==> config.mk <==
export PLATFORM = sky130hd
export DESIGN_NAME = imem_boot_loader
export DESIGN_NICKNAME = d
export VERILOG_FILES = /design/src/rtl/imem_boot_loader.sv
export SDC_FILE = /design/constraint.sdc
export NUM_CORES = 1
export LEC_CHECK = 0
export CAP_MARGIN = 20
export CORE_MARGIN = 2
export CORE_UTILIZATION = 29
export CTS_BUF_LIST = sky130_fd_sc_hd__clkbuf_8
export CTS_CLUSTER_DIAMETER = 150
export CTS_CLUSTER_SIZE = 14
export DETAILED_ROUTE_END_ITERATION = 7
export GPL_TIMING_DRIVEN = 0
export PLACE_DENSITY_LB_ADDON = 0.25
export SLEW_MARGIN = 10
export SYNTH_ARGS = -nofsm -noshare
export SYNTH_HDL_FRONTEND = slang
export SYNTH_SLANG_ARGS = --single-unit
==> constraint.sdc <==
create_clock -name clk -period 2.8 [get_ports clk]
set_input_delay 0.56 -clock clk [delete_from_list [all_inputs] [get_ports clk]]
set_output_delay 0.56 -clock clk [all_outputs]
set_load 0.01 [all_outputs]
==> src/rtl/imem_boot_loader.sv <==
// imem_boot_loader: streams a little-endian byte program into instruction memory, then releases the core from reset
module imem_boot_loader #(
  parameter int ADDR_W = 10
) (
  input  logic              clk,
  input  logic              rst,
  input  logic              start,
  input  logic [ADDR_W:0]   len,
  input  logic [7:0]        byte_in,
  input  logic              byte_valid,
  output logic              byte_ready,
  output logic              imem_we,
  output logic [ADDR_W-1:0] imem_addr,
  output logic [31:0]       imem_wdata,
  output logic              cpu_rst,
  output logic              busy,
  output logic              done,
  output logic              err
);
  typedef enum logic [1:0] {IDLE, RECV, WRITE, RUN} state_t;
  localparam logic [ADDR_W:0] DEPTH = {1'b1, {ADDR_W{1'b0}}};
  localparam logic [ADDR_W:0] ONE = {{ADDR_W{1'b0}}, 1'b1};
  state_t state_q, state_d;
  logic [1:0] byte_cnt_q, byte_cnt_d;
  logic [ADDR_W:0] word_cnt_q, word_cnt_d, len_q, len_d;
  logic [23:0] buf_q, buf_d;
  logic byte_ready_q, byte_ready_d, imem_we_q, imem_we_d;
  logic [ADDR_W-1:0] imem_addr_q, imem_addr_d;
  logic [31:0] imem_wdata_q, imem_wdata_d;
  logic cpu_rst_q, cpu_rst_d, busy_q, busy_d, done_q, done_d, err_q, err_d;
  logic start_ok, xfer, last_word;
  assign start_ok = start && len != '0 && len <= DEPTH;
  assign xfer = byte_valid && byte_ready_q;
  assign last_word = word_cnt_q + ONE == len_q;
  always_ff @(posedge clk) begin
    if (!rst) begin
      state_q      <= IDLE;
      byte_cnt_q   <= '0;
      word_cnt_q   <= '0;
      len_q        <= '0;
      buf_q        <= '0;
      byte_ready_q <= 1'b0;
      imem_we_q    <= 1'b0;
      imem_addr_q  <= '0;
      imem_wdata_q <= '0;
      cpu_rst_q    <= 1'b1;
      busy_q       <= 1'b0;
      done_q       <= 1'b0;
      err_q        <= 1'b0;
    end else begin
      state_q      <= state_d;
      byte_cnt_q   <= byte_cnt_d;
      word_cnt_q   <= word_cnt_d;
      len_q        <= len_d;
      buf_q        <= buf_d;
      byte_ready_q <= byte_ready_d;
      imem_we_q    <= imem_we_d;
      imem_addr_q  <= imem_addr_d;
      imem_wdata_q <= imem_wdata_d;
      cpu_rst_q    <= cpu_rst_d;
      busy_q       <= busy_d;
      done_q       <= done_d;
      err_q        <= err_d;
    end
  end
  always_comb begin
    state_d = state_q;
    case (state_q)
      IDLE, RUN: state_d = start_ok ? RECV : state_q;
      RECV:      state_d = xfer && byte_cnt_q == 2'd3 ? WRITE : RECV;
      WRITE:     state_d = last_word ? RUN : RECV;
      default:   state_d = state_q;
    endcase
  end
  // Registered outputs are computed here one cycle ahead of the state they belong to.
  always_comb begin
    byte_cnt_d   = byte_cnt_q;
    word_cnt_d   = word_cnt_q;
    len_d        = len_q;
    buf_d        = buf_q;
    byte_ready_d = byte_ready_q;
    imem_we_d    = 1'b0;
    imem_addr_d  = imem_addr_q;
    imem_wdata_d = imem_wdata_q;
    cpu_rst_d    = cpu_rst_q;
    busy_d       = busy_q;
    done_d       = done_q;
    err_d        = err_q;
    case (state_q)
      IDLE, RUN: if (start) begin
        err_d = !start_ok;
        if (start_ok) begin
          len_d        = len;
          word_cnt_d   = '0;
          byte_cnt_d   = '0;
          byte_ready_d = 1'b1;
          busy_d       = 1'b1;
          done_d       = 1'b0;
          cpu_rst_d    = 1'b1;
        end
      end
      RECV: if (xfer) begin
        buf_d      = {byte_in, buf_q[23:8]};
        byte_cnt_d = byte_cnt_q + 2'd1;
        if (byte_cnt_q == 2'd3) begin
          byte_ready_d = 1'b0;
          imem_we_d    = 1'b1;
          imem_addr_d  = word_cnt_q[ADDR_W-1:0];
          imem_wdata_d = {byte_in, buf_q};
        end
      end
      WRITE: if (last_word) begin
        cpu_rst_d = 1'b0;
        done_d    = 1'b1;
        busy_d    = 1'b0;
      end else begin
        word_cnt_d   = word_cnt_q + ONE;
        byte_ready_d = 1'b1;
      end
      default: ;
    endcase
  end
  assign byte_ready = byte_ready_q;
  assign imem_we    = imem_we_q;
  assign imem_addr  = imem_addr_q;
  assign imem_wdata = imem_wdata_q;
  assign cpu_rst    = cpu_rst_q;
  assign busy       = busy_q;
  assign done       = done_q;
  assign err        = err_q;
endmodule
* Yosys cells after proc, flatten, opt, wreduce, memory -nomap -nowiden *
Cells that the tools add are included.

operators by class
  reduce and logical (&&, ||, !) cells = 19
  multiplexer cells = 25
  add/subtract/negate cells = 2
  magnitude comparators = 1
  eq/ne operators = 11

operators with widths
  operator                                                         count
  11-bit two-way mux                                               3
  11-bit one-hot mux with 2 select lines                           1
  2-bit two-way mux                                                6
  2-bit inequality test, second input constant                     6
  4-bit AND reduction                                              3
  11-bit by 1-bit adder with 11-bit output, second input constant  1
  11-bit == test                                                   1
  11-bit less-or-equal comparator, second input constant           1
  11-bit nonzero test                                              1
  1-bit two-way mux                                                10
  3-bit AND reduction                                              3
  2-bit == test, second input constant                             3
  2-bit one-hot mux with 3 select lines                            1
  5-bit AND reduction                                              1
  1-bit logical AND                                                4
  1-bit one-hot mux with 2 select lines                            2
  2-bit one-hot mux with 2 select lines                            1
  2-bit AND reduction                                              2
  2-bit nonzero test                                               2
  1-bit one-hot mux with 3 select lines                            1
  2-bit by 1-bit adder with 2-bit output, second input constant    1
  2-bit by 1-bit == test with 1-bit output, second input constant  1
  2-bit zero test                                                  1
  2-bit OR reduction                                               1
  1-bit zero test                                                  1

storage, ports and cells
  output and inout bits = 48
  register bits = 98
  input bits = 23
  logic and storage cells = 71

* Depth between registers and ports, before layout *
  word-level depth = 6
  gate-level depth with buffers = 9
  depth with buffers taken out = 8

* Worst setup path before layout *
No wires, ideal clock.

  path kind = register -> register
  start point = reg word_cnt_q[1]
  end point = reg word_cnt_q[10]
  data required time = 2,680 ps
  buffers on the path = 1
  stages on the path, launching flop included = 10
  arrival = 2,279 ps
  slack = 402 ps
  period minus slack after synthesis = 2,398 ps
  setup time = 120 ps
  cells stage by stage = dfxtp_1 ha_1 buf_2 nor3b_1 o21ai_0 o311ai_0 o211ai_1 or4_4 and4_4 o31a_1

between the ends
  longest elaborated chain between the ends = 4
  elaborated cells between the ends (all ways) = 6
  classes of those cells = add/sub (1); eq/ne (2); mux (2); reduce/logical (1)

RTL lines
  element                                       RTL line  text
  start, declared                               25        logic [ADDR_W:0] word_cnt_q, word_cnt_d, len_q, len_d;
  start signal, assigned                        53        word_cnt_q <= word_cnt_d;
  11-bit by 1-bit adder with 11-bit output (*)  34, 117
  11-bit == test                                34        assign last_word = word_cnt_q + ONE == len_q;
  2-bit inequality test (no source line)        n/a
  4-bit AND reduction (no source line)          n/a

Every way passes the cells marked *; elsewhere a longest branch is shown, timed or not. The select of a mux whose other input is x is not followed.
A chain may end at the register's enable or synchronous reset.

* Worst setup path in the final report *
Ends and elaborated chain as after synthesis.

==> summary.txt <==
Logic synthesis
  – Cell taking the most area after synthesis: dfxtp_1
  – Yosys cell types: 46
  – Top cells by count, synth: nand2_1 (149), dfxtp_1 (98), a21oi_1 (83)
  – Count leader, synth: nand2_1
  – Ranking of synthesized cells by area: dfxtp_1 (48%), nand2_1 (14%), a21oi_1 (10%)
  – Post-synth EDFFs: 0
  – Compound-gate portion of the synthesized area: about 17%
  – Synth Area in Adders: about 1.2%
  – Synth Warn #: 0
  – Mux contribution to synthesized area: 2.93%
  – Synth top area share: between 40% and 50%
  – Ys flop type: dfxtp_1
  – Synth Area in Simple Gates: about a quarter
  – Syn avg cell area: approximately 8 sq um
  – Number of synthesized register bits: between 90 and 100
  – Ys async rst share: 0%
  – Synth Area in XOR/XNOR: under 10%
  – Largest family of logic cells by synthesized area: simple AND/OR/NAND/NOR gates
  – Synth Instances: between 500 and 600
  – Register area share after synthesis: 47.9%
  – Syn Std Cell Area: 0.00409 sq mm
  – Net Count, Synth: roughly 540

STA
  – Actual slew at the worst max-slew pin: between 600 and 700 ps
  – Max-slew violations: 0
  – Worst Slack Setup Final: 207 ps
  – Final hold viol count: 0
  – Worst Skew: 16.5 ps
  – RSZ-0062 raised after global routing: no
  – Final period utilization: between 90% and 100%
  – Setup TNS: 0 ps
  – Final Critical Period: about 2600 ps
  – F_max: slightly below 400 MHz
  – Max_slew headroom: approximately three fifths
  – Final setup viols: 0

Global route
  – First-pass GRT wire length: 17500 microns
  – Total Routing Usage GR: between 10% and 20%
  – Total gr overflow: 0
  – Largest net degree at the start of global routing: 21
  – Vias in the first global route: about 3500
  – Initial antenna violation count: 0

Floorplanning
  – Placeable Area: about 0.014 sq mm
  – Die footprint: approximately 0.015 sq mm
  – Starting density of the core: 29.6%
  – Num ports: around 70
  – Row Count: 43
  – Die H: 123 microns
  – Die W: around 120 microns

Power
  – Sequential fraction of design power: between 50% and 60%
  – Sw frac: a little over a quarter
  – Pwr Total: between 2 and 3 mW
  – Clock share of power: a little over a third
  – Pint: 1.86 mW
  – Pwr/cell area: about 500 mW/mm^2
  – Sw Pwr: 0.703 mW
  – Comb pwr share: a little over 8%
  – Leakage: approximately 1.7 nW
  – Worst vdd ir: between 0.15 and 0.2 mV

Run status
  – Status: completed

Worst setup path
  – Critical Path RT: slightly above 3000 ps
  – CP max FO: 10
  – Element type at the critical path start: register
  – CP max-delay cell: or4_4
  – Crit Path Class: register to register
  – Critical Path End Type: register
  – Worst EP arrival: around 2900 ps
  – WP buf/inv: 2
  – Crit-path cells: ha_1, buf_2, inv_1, nor2_1, o311ai_0, o211ai_1, or4_4, and4_4, o31a_1
  – Family with the most delay on the worst path: simple AND/OR/NAND/NOR gates
  – CP max stage delay: around 600 ps

Route
  – Routed Antenna Nets: 0
  – # DRC: 0
  – Routed via count: 3690
  – DR WL/cell: about 14 microns
  – Via/cell ratio: 4.74
  – Total Wirelength: approximately 11000 microns
  – Drt pass-1 iters: 4
  – Initial DRC Count: approximately 190

Layout
  – Layout cell share with drive strength beyond 1: 6.68%
  – Fin nets: a little over 600
  – Antenna cells: 0
  – Synth-to-Final Area Change: 28.6%
  – Fillers: roughly 1400

Clocking
  – CTS root buffer: clkbuf_8
  – Max clock buf depth: 2
  – Later-pin clock latency in the skew report: 380 ps
  – CTS tree: done
  – H-Tree Depth: 3
  – Clock tree sinks: 98
  – Clock-pin slew on the worst setup and hold paths: roughly 110 ps
  – CTS Buf Count: 9

Placed design
  – Post-DP HPWL: ~8000 microns
  – Routability Congestion: around 0.83
  – Dpl ws: -588 ps
  – Port Buf Inserts: 69

Job
  – Max-Cap Viols: 0

Min path
  – Worst hold path type: register to register
## per-layer routing
| metal | GRT usage, % | share of wire [%] | up-vias |
|---|---|---|---|
| met5 | 0 | 0 | - |
| met4 | 4.89 | 1.3 | 0 |
| met3 | 3.11 | 4.1 | 10 |
| met2 | 24.2 | 48 | 69 |
| met1 | 19.7 | 47 | 1719 |
| li1 | - | - | 1892 |
## repair_timing
| action | in CTS | in global routing |
|---|---|---|
| setup endpoints to repair | 9 | 14 |
| setup buffers | 0 | 3 |
| pin swaps | 0 | 3 |
| gates resized for setup | 3 | 3 |
| hold endpoints to repair | 0 | 0 |
| hold buffers | 0 | 0 |
## area by class of cell
type	instances	area (sq um)	share of cell area, %
multi-input cells	367	1980	37.6
clock inverters	7	78.8	1.50
inverters	13	48.8	0.927
clock buffers	9	124	2.35
flip-flops and latches	98	1960	37.3
repair buffers	72	713	13.5
plain buffers	33	130	2.47
well taps	180	225	4.28
## metrics by stage
step	hold slack, ps	instances	util, %	cell area, sq um
2_1_floorplan	432	511	-	4090
3_3_place_gp	444	760	36.2	5010
3_5_place_dp	447	760	36.2	5010
4_1_cts	463	776	37.8	5230
5_1_grt	481	779	38.1	5270
6_report	460	779	38.1	5270
## path summary, 6_finish.rpt
kind	start	end	slack, ps	cells after the start
worst max-delay path	word_cnt_q[1]	word_cnt_q[10]	210	9
worst min-delay path	imem_wdata[8]	imem_wdata[8]	460	2
worst max register to register	word_cnt_q[1]	word_cnt_q[10]	210	9
worst min register to register	imem_wdata[8]	imem_wdata[8]	460	2
## cell usage in the layout, fill, tap and decap left out, drive strengths merged, types with 3 or more instances in the layout
master	count
a21oi	84
a31oi	3
buf	9
clkbuf	36
clkdlybuf4s50	69
clkinv	4
dfxtp	98
ha	4
inv	16
mux2i	12
nand2	149
nand3	16
nand4	3
nor2	23
nor3	5
nor4	5
o21ai	9
o22ai	5
o31ai	4
or3	6
xnor2	11
xor2	4
## state kept, by name (all words and copies together), names as in the netlist
signal      count
buf_q          24
err             1
imem_wdata     32
busy            1
byte_ready      1
byte_cnt_q      2
done            1
cpu_rst         1
imem_addr      10
word_cnt_q     11
state_q         2
len_q          11
imem_we         1
## cells by family (layout without fill, tap and decap cells)
kind of cell | after synthesis | after routing
AND/OR/NAND/NOR | 217 | 217
AO/OA/AOI/OAI | 119 | 119
flip-flops | 98 | 98
buffers and inverters | 46 | 134
XOR/XNOR | 15 | 15
multiplexers | 12 | 12
adder cells (fa/ha/maj) | 4 | 4
## tightest hold or removal path, delay by kind of cell, from the launching register on
| kind | cells | cell delay [ps] |
|---|---|---|
| AND/OR/NAND/NOR | 1 | 50 |
| flip-flops | 1 | 330 |
| AO/OA/AOI/OAI | 1 | 50 |
## power by group through the flow
stage	clock (mW)	sequential, mW	combinational (mW)
global placement	0	1.46	0.197
CTS	0.948	1.43	0.202
floorplan	0	1.46	0.114
global route	1.01	1.43	0.229
finish	0.924	1.43	0.210
detailed placement	0	1.46	0.200
No activity file was read; power rests on OpenSTA's default activity.
